$ cat config.mk
export PLATFORM = sky130hd
export DESIGN_NAME = memacc
export DESIGN_NICKNAME = d
export VERILOG_FILES = /design/src/rtl/memacc.sv
export SDC_FILE = /design/constraint.sdc
export NUM_CORES = 1
export LEC_CHECK = 0
export CAP_MARGIN = 20
export CELL_PAD_IN_SITES_DETAIL_PLACEMENT = 0
export CELL_PAD_IN_SITES_GLOBAL_PLACEMENT = 2
export CORE_ASPECT_RATIO = 0.8
export CORE_MARGIN = 10
export CORE_UTILIZATION = 25
export CTS_BUF_LIST = sky130_fd_sc_hd__clkbuf_8
export DETAILED_ROUTE_END_ITERATION = 12
export GPL_ROUTABILITY_DRIVEN = 0
export PLACE_DENSITY_LB_ADDON = 0.1
export SYNTH_ARGS = -nofsm -noshare
export SYNTH_HDL_FRONTEND = slang
export SYNTH_SLANG_ARGS = --single-unit
$ cat constraint.sdc
create_clock -name clk -period 2.85 [get_ports clk]
set_clock_uncertainty 0.15 [all_clocks]
set_input_delay 0.4275 -clock clk [delete_from_list [all_inputs] [get_ports clk]]
set_output_delay 0.4275 -clock clk [all_outputs]
set_load 0.02 [all_outputs]
$ cat src/rtl/memacc.sv
// Memory-access stage: issues one data-bus transaction per load/store,
// stalls the pipeline while it is outstanding, and lane-aligns load/store data.
module memacc (
  input  logic        clk,
  input  logic        rst,
  input  logic        reg_stall,
  input  logic        reg_flush,
  output logic        mem_stall,
  input  logic [3:0]  mem_op,
  input  logic [31:0] result,
  input  logic [31:0] source_data,
  output logic        dbus_req,
  output logic        dbus_wr,
  output logic [1:0]  dbus_size,
  output logic [31:0] dbus_addr,
  output logic [31:0] dbus_wdata,
  input  logic        dbus_addr_ok,
  input  logic        dbus_data_ok,
  input  logic [31:0] dbus_rdata,
  output logic [31:0] load_data,
  output logic        adel,
  output logic        ades,
  output logic [31:0] bad_vaddr
);
  localparam logic [3:0] OP_LB = 4'd1, OP_LBU = 4'd2, OP_LH = 4'd3, OP_LHU = 4'd4,
                         OP_LW = 4'd5, OP_SB  = 4'd6, OP_SH = 4'd7, OP_SW  = 4'd8;

  typedef enum logic [2:0] {S_IDLE, S_REQ, S_WAIT, S_DONE, S_DRAIN} state_e;

  state_e      state_q, state_d;
  logic [31:0] addr_q, addr_d, wdata_q, wdata_d, rdata_q, rdata_d;
  logic [1:0]  size_q, size_d;
  logic        wr_q, wr_d;
  logic [3:0]  op_q, op_d;

  logic        is_load, is_store, is_half, is_word, misalign, launch;
  logic [1:0]  size_new;
  logic [31:0] wdata_new, byte_lane;
  logic [15:0] half_lane;

  assign is_load  = (mem_op >= OP_LB) && (mem_op <= OP_LW);
  assign is_store = (mem_op >= OP_SB) && (mem_op <= OP_SW);
  assign is_half  = (mem_op == OP_LH) || (mem_op == OP_LHU) || (mem_op == OP_SH);
  assign is_word  = (mem_op == OP_LW) || (mem_op == OP_SW);
  assign misalign = (is_half && result[0]) || (is_word && (result[1:0] != 2'b00));

  assign adel      = is_load && misalign;
  assign ades      = is_store && misalign;
  assign bad_vaddr = (adel || ades) ? result : 32'h0;

  assign launch = (state_q == S_IDLE) && (is_load || is_store) && !misalign &&
                  !reg_flush && !rst;

  always_comb begin
    size_new  = is_word ? 2'd2 : (is_half ? 2'd1 : 2'd0);
    wdata_new = source_data;
    if (mem_op == OP_SB)      wdata_new = {4{source_data[7:0]}};
    else if (mem_op == OP_SH) wdata_new = {2{source_data[15:0]}};
  end

  always_comb begin
    state_d = state_q;
    addr_d  = addr_q;
    size_d  = size_q;
    wr_d    = wr_q;
    wdata_d = wdata_q;
    op_d    = op_q;
    rdata_d = rdata_q;
    case (state_q)
      S_IDLE: if (launch) begin
        state_d = S_REQ;
        addr_d  = result;
        size_d  = size_new;
        wr_d    = is_store;
        wdata_d = wdata_new;
        op_d    = mem_op;
      end
      S_REQ: begin
        if (dbus_addr_ok) begin
          if (dbus_data_ok) rdata_d = dbus_rdata;
          // Once the address is accepted a response is owed, so a flush must drain it.
          if (reg_flush) state_d = dbus_data_ok ? S_IDLE : S_DRAIN;
          else           state_d = dbus_data_ok ? S_DONE : S_WAIT;
        end else if (reg_flush) begin
          state_d = S_IDLE;
        end
      end
      S_WAIT: begin
        if (dbus_data_ok) begin
          rdata_d = dbus_rdata;
          state_d = reg_flush ? S_IDLE : S_DONE;
        end else if (reg_flush) begin
          state_d = S_DRAIN;
        end
      end
      S_DONE:  if (reg_flush || !reg_stall) state_d = S_IDLE;
      S_DRAIN: if (dbus_data_ok) state_d = S_IDLE;
      default: state_d = S_IDLE;
    endcase
  end

  always_ff @(posedge clk) begin
    if (rst) begin
      state_q <= S_IDLE;
      addr_q  <= '0;
      size_q  <= '0;
      wr_q    <= 1'b0;
      wdata_q <= '0;
      op_q    <= '0;
      rdata_q <= '0;
    end else begin
      state_q <= state_d;
      addr_q  <= addr_d;
      size_q  <= size_d;
      wr_q    <= wr_d;
      wdata_q <= wdata_d;
      op_q    <= op_d;
      rdata_q <= rdata_d;
    end
  end

  assign dbus_req   = (state_q == S_REQ);
  assign dbus_wr    = wr_q;
  assign dbus_size  = size_q;
  assign dbus_addr  = addr_q;
  assign dbus_wdata = wdata_q;
  assign mem_stall  = launch || (state_q == S_REQ) || (state_q == S_WAIT) ||
                      (state_q == S_DRAIN);

  // Little-endian lanes: byte n of the word lives in bits [8n+7:8n].
  assign byte_lane = rdata_q >> {addr_q[1:0], 3'b000};
  assign half_lane = addr_q[1] ? rdata_q[31:16] : rdata_q[15:0];

  always_comb begin
    load_data = '0;
    if (state_q == S_DONE) begin
      case (op_q)
        OP_LB:   load_data = {{24{byte_lane[7]}}, byte_lane[7:0]};
        OP_LBU:  load_data = {24'h0, byte_lane[7:0]};
        OP_LH:   load_data = {{16{half_lane[15]}}, half_lane};
        OP_LHU:  load_data = {16'h0, half_lane};
        OP_LW:   load_data = rdata_q;
        default: load_data = '0;
      endcase
    end
  end
endmodule

Word-level counts from Yosys, hierarchy flattened --
Index checks and enable logic that the tools add are counted.
Storage, ports and cells: word-level logic and storage cells 86, bits of input ports 106, output and inout bits 135, register bits after elaboration 106
Operators by class: eq/ne operators 21, magnitude comparators 4, muxes and demuxes 23, reductions and logical operators 30, shift operators 1
Operators with widths (count):
- 2-to-1 mux 32 bit | 6
- one-hot mux 32 bit (5 select lines) | 1
- one-hot mux 32 bit (2 select lines) | 1
- >> shifter 32 x 5 -> 8 bit | 1
- 2-to-1 mux 3 bit | 9
- == test 4 x 3 -> 1 bit, second input constant | 6
- 2-to-1 mux 16 bit | 1
- one-hot mux 3 bit (5 select lines) | 1
- == test 4 x 2 -> 1 bit, second input constant | 3
- logical AND 1 bit | 10
- logical OR 1 bit | 10
- == test 3 x 2 -> 1 bit, second input constant | 2
- != test 2 bit, second input constant | 3
- AND reduction 5 bit | 1
- == test 4 x 1 -> 1 bit, second input constant | 1
- == test 4 bit, second input constant | 1
- >= comparator 4 x 1 -> 1 bit, second input constant | 1
- >= comparator 4 x 3 -> 1 bit, second input constant | 1
- less-or-equal comparator 4 x 3 -> 1 bit, second input constant | 1
- less-or-equal comparator 4 bit, second input constant | 1
- logical NOT 1 bit | 4
- 2-to-1 mux 2 bit | 2
- AND reduction 2 bit | 2
- nonzero test 2 bit | 2
- 7 further kinds | 8

Logic depth before layout (Yosys ltp) --
word-level depth 12, mapped depth 7, depth with buffers taken out 5

Worst setup path after synthesis --
Ideal clock, no wire load.
kind input to output, from input mem_op[0], to output adel, path buffers 1, data required time 2273 ps, stages 5, path slack 153 ps, arrival 2119 ps, path through buf_2 -> or3b_1 -> a211oi_2 -> nor2_1 -> a2111oi_2
On the way: cells in the longest elaborated chain, start to end 6
Ends and longest elaborated chain:
- start: declaration | RTL line 9 | input logic [3:0] mem_op,
- == test 4 x 2 -> 1 bit or == test 4 x 3 -> 1 bit (tied branches) | RTL line 43 | assign is_half = (mem_op == OP_LH) || (mem_op == OP_LHU) || (mem_op == OP_SH);
- logical OR 1 bit (2 in a row) | RTL line 43
- logical AND 1 bit | RTL line 45 | assign misalign = (is_half && result[0]) || (is_word && (result[1:0] != 2'b00));
- logical OR 1 bit | RTL line 45
- logical AND 1 bit * | RTL line 47 | assign adel = is_load && misalign;
- end: declaration | RTL line 21 | output logic adel,
Mark *: on every way between the ends. The rest lies on a longest branch, timed or not.

Worst setup path in the final report --
from register op_q[3], to output load_data[26]
On the way: cells in the longest elaborated chain, start to end 3
Ends and longest elaborated chain:
- start: declaration | RTL line 34 | logic [3:0] op_q, op_d;
- start signal: assignment | RTL line 117 | op_q <= op_d;
- == test 4 x 3 -> 1 bit, or another cell as far along | RTL line 137 | case (op_q)
- one-hot mux 32 bit (5 select lines) * | RTL line 137
- 2-to-1 mux 32 bit * | RTL line 136 | if (state_q == S_DONE) begin
- end: declaration | RTL line 20 | output logic [31:0] load_data,
Marks and branches as above.

==> out/qor.csv <==
metric,value,unit
fin area,0.00884,mm²
Setup TNS Final,0,ns
hpwl dp,18200,µm
placed cell count,1179,
CTS root buffer,clkbuf_8,
routed via count,5680,
Total GRT Usage,15.5,%
Worst Setup Start Kind,register,
final hold violations,0,
synthesis warning total,0,
IO Pins,241,
min setup slack post-route,0.0861,ns
Syn Inst Count,635,
Power Dens Cells,382,mW/mm²
Yosys reg bits,106,
clock latency on the worst-skew pair,0.39,ns
mapped cell area,0.00576,mm²
PortBufs,240,
site row count,49,
CTS buffer count,9,
setup violators final,0,
crit path capture type,output pin,
CTS tree,yes,
core area,0.0226,mm²
max-slew violations,0,
Static Leakage,3.46,nW
Die X-Extent,190,µm
initial antenna violation count,2,
Vias/cell,4.73,
Pint,2.32,mW
fraction of layout cells with a size suffix above 1,20.5,%
fmax,0.362,GHz
synth unique cells,57,
min-delay worst type,in -> reg,
Mapped Nets,741,
initial DRC count,240,
MaxCap Viol Count,0,
die span in y,156,µm
Most used DFF post-synth,dfxtp_1,
"top cells by area, synth","dfxtp_1 37%, mux2i_1 9.9%, mux2_1 8.2%, nor2b_1 5.0%, a21oi_1 4.5%",
Tightest Pin Transition,0.877,ns
DP Worst Slack,-0.457,ns
share of the synthesized area in the top cell type,36.8,%
clk sinks,106,
post-route antenna net violation count,0,
final non-filler cell total,1200,
Switch Pwr,1.05,mW
Critical Path RT,2.27,ns
total power,3.37,mW
"Arr. time, crit path",2.19,ns
Comb power frac,25.2,%
hold_ws,0.291,ns
leading area contributor after synthesis,dfxtp_1,
async set-reset flop share out of synthesis,0,%
clock slew at reported path FFs,0.10,ns
routed len/inst,19.8,µm
WL final,23700,µm
H-tree depth,3,
Max clock buf depth,2,
RSZ-0062 raised after global routing,true,
Placed Area,0.00882,mm²
fin util,39.2,%
status,finished clean,
register area share after synthesis,36.8,%
Post-synth EDFFs,0,
post-synthesis area per instance,9.07,µm²
global-route wire length before repair,35800,µm
gr ovfl total,0,
"commonest non-fill, non-tap cell in the layout",clkdlybuf4s50_1,
kind of critical path,reg -> out,
Crit Path Max Fanout,16,
fin crit period,2.76,ns
clock network power share,27.8,%
area delta synth->final,53.4,%
n_diodes,0,
vias in the first global route,6017,
Slew HR,41.5,%
full die area,0.0296,mm²
largest net degree at the start of global routing,74,
register share of total power,47.0,%
final worst path period share,97.0,%
fin nets,995,
most frequent cells in the layout,"167 x clkdlybuf4s50_1, 105 x dfxtp_1, 57 x mux2i_1",
peak supply drop,237,µV
Initial Util,25.5,%
switching part of the total,31.3,%
drt pass-1 iters,7,
DRC,0,
[what timing repair did]
action,CTS,global route
gates cloned,0,1
gates resized for setup,178,65
buffers inserted,4,0
endpoints found under the setup margin,66,66
hold buffers,0,0
pin swaps,1,1
[metal layers]
metal | GRT usage (%) | vias up | share of wire, %
met2 | 23.6 | 184 | 44
met3 | 5.97 | 17 | 7.9
li1 | - | 2764 | -
met4 | 2.75 | 4 | 0.82
met1 | 20.4 | 2711 | 47
met5 | 0 | - | 0.13
[state kept, by name (all words and copies together), names as in the netlist]
| signal | flops |
|---|---|
| dbus_addr | 32 |
| state_q | 3 |
| rdata_q | 32 |
| dbus_wr | 1 |
| op_q | 4 |
| dbus_size | 2 |
| dbus_wdata | 32 |
[area by class of cell]
| class | count | area [µm²] |
|---|---|---|
| Inverter | 4 | 15.0 |
| Sequential cell | 106 | 2130 |
| Fill cell | 2346 | 13700 |
| Timing Repair Buffer | 301 | 2700 |
| Tap cell | 306 | 383 |
| Clock inverter | 7 | 60.1 |
| Clock buffer | 9 | 124 |
| Multi-Input combinational cell | 467 | 3430 |
[synthesized netlist by cell type (3+ instances only)]
master / number
dfxtp_1: 106
mux2i_1: 57
nor2_1: 54
a21oi_1: 52
nor2b_1: 46
mux2_1: 42
clkbuf_1: 38
nand2_1: 38
and2_1: 31
a31oi_1: 18
a22oi_1: 15
mux2_2: 15
nand2b_1: 13
buf_2: 12
o21ai_0: 11
a211oi_2: 9
a311oi_1: 7
nand3b_1: 6
buf_4: 5
nand4_1: 5
o31ai_1: 5
nor3_1: 4
nor4b_1: 4
inv_1: 3
nor3b_1: 3
[kinds of logic after synthesis]
logic type	synth area share (%)
buffers and inverters	4.76
muxes	21.4
DFF	36.8
xor gates and xnor gates	0.304
and+or+nand+nor	21.0
AOI/OAI and AO/OA	15.7
[worst max-delay path: stages (launching register included)]
cell	delay, ns
dfxtp_1	0.35
buf_4	0.18
nor4b_1	0.31
nand2_1	0.11
a21boi_2	0.18
buf_12	0.16
a21oi_1	0.15
dlygate4sd2_1	0.36
[power groups by stage]
stage | logic (mW) | registers [mW] | clock network (mW)
global route | 0.915 | 1.60 | 1.05
finish | 0.850 | 1.59 | 0.937
floorplan | 0.319 | 1.68 | 0
global placement | 0.859 | 1.62 | 0
detailed placement | 0.864 | 1.62 | 0
CTS | 0.851 | 1.59 | 0.998
[path summary, 6_finish.rpt]
kind / depth (start not counted) / startpoint / slack (ns) / to
setup / recovery: 7 / op_q[3] / 0.09 / load_data[26]
setup reg to reg: 7 / state_q[2] / 0.77 / op_q[0]
hold / removal: 2 / result[0] / 0.29 / dbus_addr[0]
hold reg to reg: 2 / dbus_addr[21] / 0.33 / dbus_addr[21]
(Power assumes the default switching activity.)
